--- src/rtl/hazard_stall_ctrl.sv ---
// Stall/flush sequencer for the 5-stage pipeline: load-use bubbles,
// mul/div freeze with timeout, branch flushes and perf counters.
module hazard_stall_ctrl #(
    parameter int CNT_W      = 32,
    parameter int MC_TIMEOUT = 64
) (
    input  logic             clk,
    input  logic             rst,
    input  logic             ID_EX_MemRead,
    input  logic [4:0]       ID_EX_Rd,
    input  logic             ID_EX_MultiCycle,
    input  logic [4:0]       IF_ID_Rs1,
    input  logic [4:0]       IF_ID_Rs2,
    input  logic             IF_ID_UsesRs1,
    input  logic             IF_ID_UsesRs2,
    input  logic             BranchTaken_EX,
    input  logic             mc_done,
    output logic             mc_start,
    output logic             PC_Write,
    output logic             IF_ID_Write,
    output logic             IF_ID_Flush,
    output logic             ID_EX_Write,
    output logic             ID_EX_Flush,
    output logic             EX_MEM_Flush,
    output logic             mc_timeout,
    output logic [CNT_W-1:0] stall_cycles,
    output logic [CNT_W-1:0] flush_events
);

    localparam int BW = $clog2(MC_TIMEOUT + 1);

    typedef enum logic {RUN, MC_BUSY} state_t;

    state_t        state, state_nx;
    logic [BW-1:0] busy, busy_nx;
    logic          to_set;
    logic          br_flush;
    logic          load_use;

    assign load_use = ID_EX_MemRead && (ID_EX_Rd != 5'd0) &&
                      ((IF_ID_UsesRs1 && (ID_EX_Rd == IF_ID_Rs1)) ||
                       (IF_ID_UsesRs2 && (ID_EX_Rd == IF_ID_Rs2)));

    // Next-state and pipeline control; reset overrides every event
    always_comb begin
        mc_start     = 1'b0;
        PC_Write     = 1'b1;
        IF_ID_Write  = 1'b1;
        ID_EX_Write  = 1'b1;
        IF_ID_Flush  = 1'b0;
        ID_EX_Flush  = 1'b0;
        EX_MEM_Flush = 1'b0;
        state_nx     = state;
        busy_nx      = busy;
        to_set       = 1'b0;
        br_flush     = 1'b0;
        if (rst) begin
            PC_Write     = 1'b0;
            IF_ID_Write  = 1'b0;
            ID_EX_Write  = 1'b0;
            IF_ID_Flush  = 1'b1;
            ID_EX_Flush  = 1'b1;
            EX_MEM_Flush = 1'b1;
            state_nx     = RUN;
            busy_nx      = '0;
        end else begin
            unique case (state)
                RUN: begin
                    if (BranchTaken_EX) begin
                        IF_ID_Flush = 1'b1;
                        ID_EX_Flush = 1'b1;
                        br_flush    = 1'b1;
                    end else if (ID_EX_MultiCycle) begin
                        mc_start     = 1'b1;
                        PC_Write     = 1'b0;
                        IF_ID_Write  = 1'b0;
                        ID_EX_Write  = 1'b0;
                        EX_MEM_Flush = 1'b1;
                        state_nx     = MC_BUSY;
                        busy_nx      = BW'(1);
                    end else if (load_use) begin
                        PC_Write    = 1'b0;
                        IF_ID_Write = 1'b0;
                        ID_EX_Flush = 1'b1;
                    end
                end
                MC_BUSY: begin
                    if (mc_done) begin
                        state_nx = RUN;
                        busy_nx  = '0;
                    end else if (busy < BW'(MC_TIMEOUT)) begin
                        PC_Write     = 1'b0;
                        IF_ID_Write  = 1'b0;
                        ID_EX_Write  = 1'b0;
                        EX_MEM_Flush = 1'b1;
                        busy_nx      = busy + 1'b1;
                    end else begin
                        to_set   = 1'b1;
                        state_nx = RUN;
                        busy_nx  = '0;
                    end
                end
            endcase
        end
    end

    // FSM state and busy-cycle counter
    always_ff @(posedge clk) begin
        state <= state_nx;
        busy  <= busy_nx;
    end

    // Sticky timeout flag, cleared only by reset
    always_ff @(posedge clk) begin
        if (rst)
            mc_timeout <= 1'b0;
        else if (to_set)
            mc_timeout <= 1'b1;
    end

    // Saturating stall and flush counters
    always_ff @(posedge clk) begin
        if (rst) begin
            stall_cycles <= '0;
            flush_events <= '0;
        end else begin
            if (!PC_Write && (stall_cycles != '1))
                stall_cycles <= stall_cycles + 1'b1;
            if (br_flush && (flush_events != '1))
                flush_events <= flush_events + 1'b1;
        end
    end

endmodule

--- config.mk ---
export PLATFORM = sky130hd
export DESIGN_NAME = hazard_stall_ctrl
export DESIGN_NICKNAME = d
export VERILOG_FILES = /design/src/rtl/hazard_stall_ctrl.sv
export SDC_FILE = /design/constraint.sdc
export NUM_CORES = 1
export LEC_CHECK = 0
export ABC_AREA = 1
export CAP_MARGIN = 5
export CELL_PAD_IN_SITES_DETAIL_PLACEMENT = 1
export CELL_PAD_IN_SITES_GLOBAL_PLACEMENT = 2
export CORE_MARGIN = 2
export CORE_UTILIZATION = 31
export DETAILED_ROUTE_END_ITERATION = 10
export DONT_BUFFER_PORTS = 1
export PLACE_DENSITY_LB_ADDON = 0.15
export SKIP_CTS_REPAIR_TIMING = 1
export SYNTH_ARGS = -nofsm -noshare
export SYNTH_HDL_FRONTEND = slang
export SYNTH_SLANG_ARGS = --single-unit
--- constraint.sdc ---
create_clock -name clk -period 1.7 [get_ports clk]
set_input_delay 0.34 -clock clk [delete_from_list [all_inputs] [get_ports clk]]
set_output_delay 0.34 -clock clk [all_outputs]
set_load 0.01 [all_outputs]
# Word level (Yosys, flattened, before mapping)
# Index checks and enable logic that the tools add are counted.
[totals]
romBits = 0
n_memories = 0
word_cells = 62
regBits = 73
ramBits = 0
output_inout_bits = 72
input_bits = 23
latchBits = 0
[op_classes]
muxes = 36
add_sub_neg = 3
shifts = 0
order_cmp = 1
div_mod_pow = 0
eq_ne = 6
n_bitwise = 1
multipliers = 0
reduce_logical = 10
[ops]
columns = ["operator", "n"]
rows = [
  ["adder 32 x 1 -> 32 bit (second input constant)", 2],
  ["inequality test 32 bit (second input constant)", 2],
  ["two-way mux 1 bit", 28],
  ["two-way mux 7 bit", 4],
  ["case mux 7 bit (2 select lines)", 1],
  ["== test 5 bit", 2],
  ["adder 7 x 1 -> 7 bit (second input constant)", 1],
  ["< comparator 7 bit (second input constant)", 1],
  ["logical AND 1 bit", 6],
  ["case mux 1 bit (2 select lines)", 3],
  ["nonzero test 5 bit", 1],
  ["inequality test 2 bit (second input constant)", 2],
  ["AND reduction 2 bit", 1],
  ["zero test 1 bit", 1],
  ["logical OR 1 bit", 1],
  ["inverter 1 bit", 1],
]

# Depth between registers and ports, before layout
[logic_depth]
word_depth = 11
ltp_mapped = 12
ltp_nobuf = 12

# Least setup slack after synthesis
# Ideal clock, no wire load.
[synth_path]
path_type = "input-to-output"
start = "in rst"
end = "out PC_Write"
n_path_buf = 3
stages = 8
t_arrival_ns = 1.518
setup_slack_ns = -0.158
path_cell_list = "buf_2 > clkinv_1 > nand3_1 > inv_1 > nand2_4 > buf_2 > inv_1 > buf_4"
[synth_between]
elab_chain_len = 1
[synth_lines]
columns = ["item", "line", "source"]
rows = [
  ["from (decl)", "8", "input logic rst,"],
  ["two-way mux 1 bit", "--", ""],
  ["to (decl)", "19", "output logic PC_Write,"],
]
# Every way passes these cells.

# Worst setup path after layout
[layout_path]
start = "reg stall_cycles[1]"
end = "reg stall_cycles[22]"
[layout_between]
elab_chain_len = 2
[layout_lines]
columns = ["item", "line", "source"]
rows = [
  ["from (decl)", "26", "output logic [CNT_W-1:0] stall_cycles,"],
  ["from (signal assigned)", "128", "stall_cycles <= stall_cycles + 1'b1;"],
  ["parallel branches: the longest is 2 deep, another holds adder 32 x 1 -> 32 bit", "--", ""],
]
# Parallel ways; which one is timed is not known.
# A chain may end at the register's enable or synchronous reset.

==> reports/results.tsv <==
stage	metric	value	unit
timing	Final WS setup	0.0216	ns
timing	f_max	596	MHz
cts	Reg clk slew, reported paths	0.06	ns
logic_synthesis	number of synthesized register bits	73	
cts	clock sinks	73	
route	post-route DRC violation count	0	
power_and_ir_drop	clock power share	51.5	%
logic_synthesis	synth warn	0	
worst_setup_path	max incr delay on CP	0.36	ns
logic_synthesis	ys async rst share	0	%
worst_setup_path	critical path endpoint category	flop	
global_route	All-Layer GR Usage	21.1	%
power_and_ir_drop	total power	0.00426	W
power_and_ir_drop	Cell Pwr Density	628	nW/um^2
worst_setup_path	CP Class	flop to flop	
cts	later-pin clock latency in the skew report	0.34	ns
timing	RSZ-0062 raised after global routing	yes	
global_route	GR Layer Usage met3	4.46	%
timing	Slew @ Worst Pin	0.368	ns
cells_and_area	Final #Nets	922	
power_and_ir_drop	maximum vdd drop	493	uV
route	Vias	5361	
power_and_ir_drop	sequential share of power	40.8	%
logic_synthesis	Synth area leader	dfxtp_1	
timing	minimum clock period	1.68	ns
cells_and_area	layout cells sized above 1	32.7	%
global_route	largest net degree at the start of global routing	72	
global_route	met2 GRT Util	39.8	%
place	Routability Congestion	0.870	
floorplan	Core Area	15300	sq um
timing	clock skew	0.0106	ns
cells_and_area	filler cell count	1981	
logic_synthesis	Synthesized Nets	796	
worst_setup_path	Critical Path AT	1.91	ns
route	via density per instance	4.82	
worst_setup_path	critical-path cell list	ha_4 > nand2_4 > nor2_4 > nand2_4 > nor2_8 > buf_6 > nand4_1 > nor2b_1 > nand2_1 > nor2_1 > nor2_1	
route	drt pass-1 iters	4	
floorplan	die area	16800	sq um
run_status	status	complete, no violations	
timing	fin crit share	98.7	%
worst_setup_path	crit path max fanout	4	
floorplan	initial core utilization	31.9	%
timing	setup TNS	0	ns
logic_synthesis	Cell variety after synth	32	
worst_setup_path	Worst Reg-to-Reg Cells	11	
global_route	global-route wire length before repair	28000	um
route	initial DRC count	169	
global_route	gr ovfl total	0	
logic_synthesis	Synth Cell Area	4890	sq um
cts	H-tree depth	3	
power_and_ir_drop	logic gate share of total power	7.8	%
route	ANT nets after route	0	
power_and_ir_drop	net switching power	0.000994	W
cells_and_area	area grow syn2layout	38.9	%
global_route	GR Layer Usage met1	23.3	%
timing	Final Hold Fails	0	
place	Post-DP HPWL	13700	um
floorplan	die height	130	um
timing	hold slack	0.0726	ns
worst_hold_path	Hold Crit Depth	1	
logic_synthesis	ys flop type	dfxtp_1	
worst_setup_path	delay-heaviest family, CP	simple AND/OR/NAND/NOR gates	
cells_and_area	n_diodes	0	
floorplan	# IOs	95	
power_and_ir_drop	sw frac	23.3	%
worst_setup_path	WP data required	1.93	ns
power_and_ir_drop	Pint	0.00327	W
timing	Max Slew Vio Count	0	
worst_setup_path	Stages on worst setup path	11	
logic_synthesis	dominant cells by area after synthesis	dfxtp_1, nand2_1, nor2_1, xor2_1, nand3_1	
worst_setup_path	Critical Path Start Type	flop	
route	drt wl/cell	16.0	um
power_and_ir_drop	Leak Pwr	2.83	nW
logic_synthesis	Seq/Total Area, Yosys	29.9	%
floorplan	row count	45	
global_route	busiest grt layer	met2	
worst_setup_path	slowest CP cell	dfxtp_4	
timing	Slew HR	75.4	%
floorplan	die width	130	um
cts	CTS root buf	clkbuf_16	
logic_synthesis	Cells after Synth	770	
place	post-placement setup slack	-0.0508	ns
logic_synthesis	post-synth top area share	29.9	%
route	Routed WL	17800	um
place	input/output buffers	0	
worst_setup_path	WP buf/inv	1	
run	Max Cap Viol	0	
logic_synthesis	Post-synth EDFFs	0	
logic_synthesis	synthesized area per cell	6.35	sq um
cts	clk buf depth	2	
cts	CTS tree	yes	
worst_hold_path	worst min path class	input pin to flop	
global_route	number of global-route vias before repair	5615	
cts	Num CTS Buffers	9	
timing	Setup-failing EPs final	0	
global_route	antenna violations before repair	0	
power by group through the flow:
stage	sequential [W]	combinational (W)	clock, W
floorplan	0.00178	0.000211	0
global placement	0.00177	0.000281	0
detailed placement	0.00177	0.000289	0
CTS	0.00173	0.000291	0.00226
global route	0.00174	0.000363	0.00232
finish	0.00174	0.000330	0.00219
kinds of logic after synthesis:
family / Yosys count / synth area share, %
AND/OR/NAND/NOR: 480 / 43.4
adder cells (fa/ha/maj): 3 / 0.768
AO/OA/AOI/OAI: 79 / 9.81
flip-flops: 73 / 29.9
buffers and inverters: 92 / 8.42
XOR/XNOR: 43 / 7.71
cell usage in the layout, fill, tap and decap left out, types with 2 or more instances in the layout:
| master | synthesis | layout |
|---|---|---|
| nand2_4 | 3 | 4 |
| clkinv_2 | 0 | 2 |
| nor2_2 | 3 | 21 |
| nand3b_1 | 8 | 8 |
| nor3_1 | 22 | 9 |
| clkbuf_16 | 0 | 10 |
| nor3_2 | 4 | 11 |
| dfxtp_4 | 0 | 4 |
| nor2_1 | 94 | 71 |
| dfxtp_2 | 0 | 18 |
| inv_2 | 0 | 5 |
| nor3_4 | 1 | 7 |
| xor2_1 | 32 | 31 |
| nor2_4 | 1 | 6 |
| bufinv_16 | 0 | 2 |
| ha_4 | 0 | 2 |
| clkbuf_8 | 0 | 3 |
| a221oi_1 | 2 | 2 |
| buf_6 | 1 | 5 |
| nand2_2 | 22 | 29 |
| a21oi_1 | 51 | 50 |
| nand4_1 | 12 | 12 |
| nand3_2 | 0 | 5 |
| o21ai_0 | 5 | 5 |
| nand2_1 | 252 | 244 |
| nand3_1 | 55 | 50 |
| a21oi_2 | 20 | 21 |
| inv_1 | 66 | 59 |
| buf_12 | 2 | 4 |
| dfxtp_1 | 73 | 51 |
| xnor2_1 | 11 | 11 |
| buf_4 | 4 | 130 |
synth_stat cells, types with 3 or more instances:
master / n
xor2_1: 32
nand2_2: 22
nand4_1: 12
nand2_1: 252
xnor2_1: 11
nand3b_1: 8
clkbuf_1: 8
nor3_1: 22
o21ai_0: 5
nand3_1: 55
buf_2: 9
a21oi_2: 20
nor2_1: 94
buf_4: 4
nor2_2: 3
ha_1: 3
dfxtp_1: 73
a21oi_1: 51
inv_1: 66
nand2_4: 3
nor3_2: 4
final cells by class:
class	instances	area, sq um	share of cell area [%]
clock buffers	12	267	3.93
clock inverters	4	73.8	1.09
inverters	67	260	3.83
multi-input cells	605	3290	48.4
flip-flops and latches	73	1500	22.1
well taps	211	264	3.89
repair buffers	140	1140	16.8
sequential cells by signal, indices dropped and copies added, names as in the netlist:
signal        cells
flush_events     32
stall_cycles     32
busy              7
mc_timeout        1
state             1
path summary, 6_finish.rpt:
path | startpoint | to | slack, ns
worst min register to register | busy[2]$_SDFFE_PP0P_ | busy[2]$_SDFFE_PP0P_ | 0.48
worst max register to register | stall_cycles[1]$_SDFFE_PP0P_ | stall_cycles[22]$_SDFFE_PP0P_ | 0.02
worst max-delay path | stall_cycles[1]$_SDFFE_PP0P_ | stall_cycles[22]$_SDFFE_PP0P_ | 0.02
worst min-delay path | rst | state$_SDFF_PP0_ | 0.07
stage by stage:
stage / area, sq um / util, % / std cells
3_3_place_gp: 6010 / 39.2 / 1083
2_1_floorplan: 4900 / - / 770
6_report: 6790 / 44.3 / 1112
5_1_grt: 6790 / 44.3 / 1112
3_5_place_dp: 6010 / 39.2 / 1083
4_1_cts: 6350 / 41.4 / 1099
metal layers:
metal  up-vias  routed length [um]
li1       2698                   -
met2        79                9540
met1      2558                7110
met4         0                 446
met5         -                   0
met3        26                 661
No activity file was read; power rests on OpenSTA's default activity.
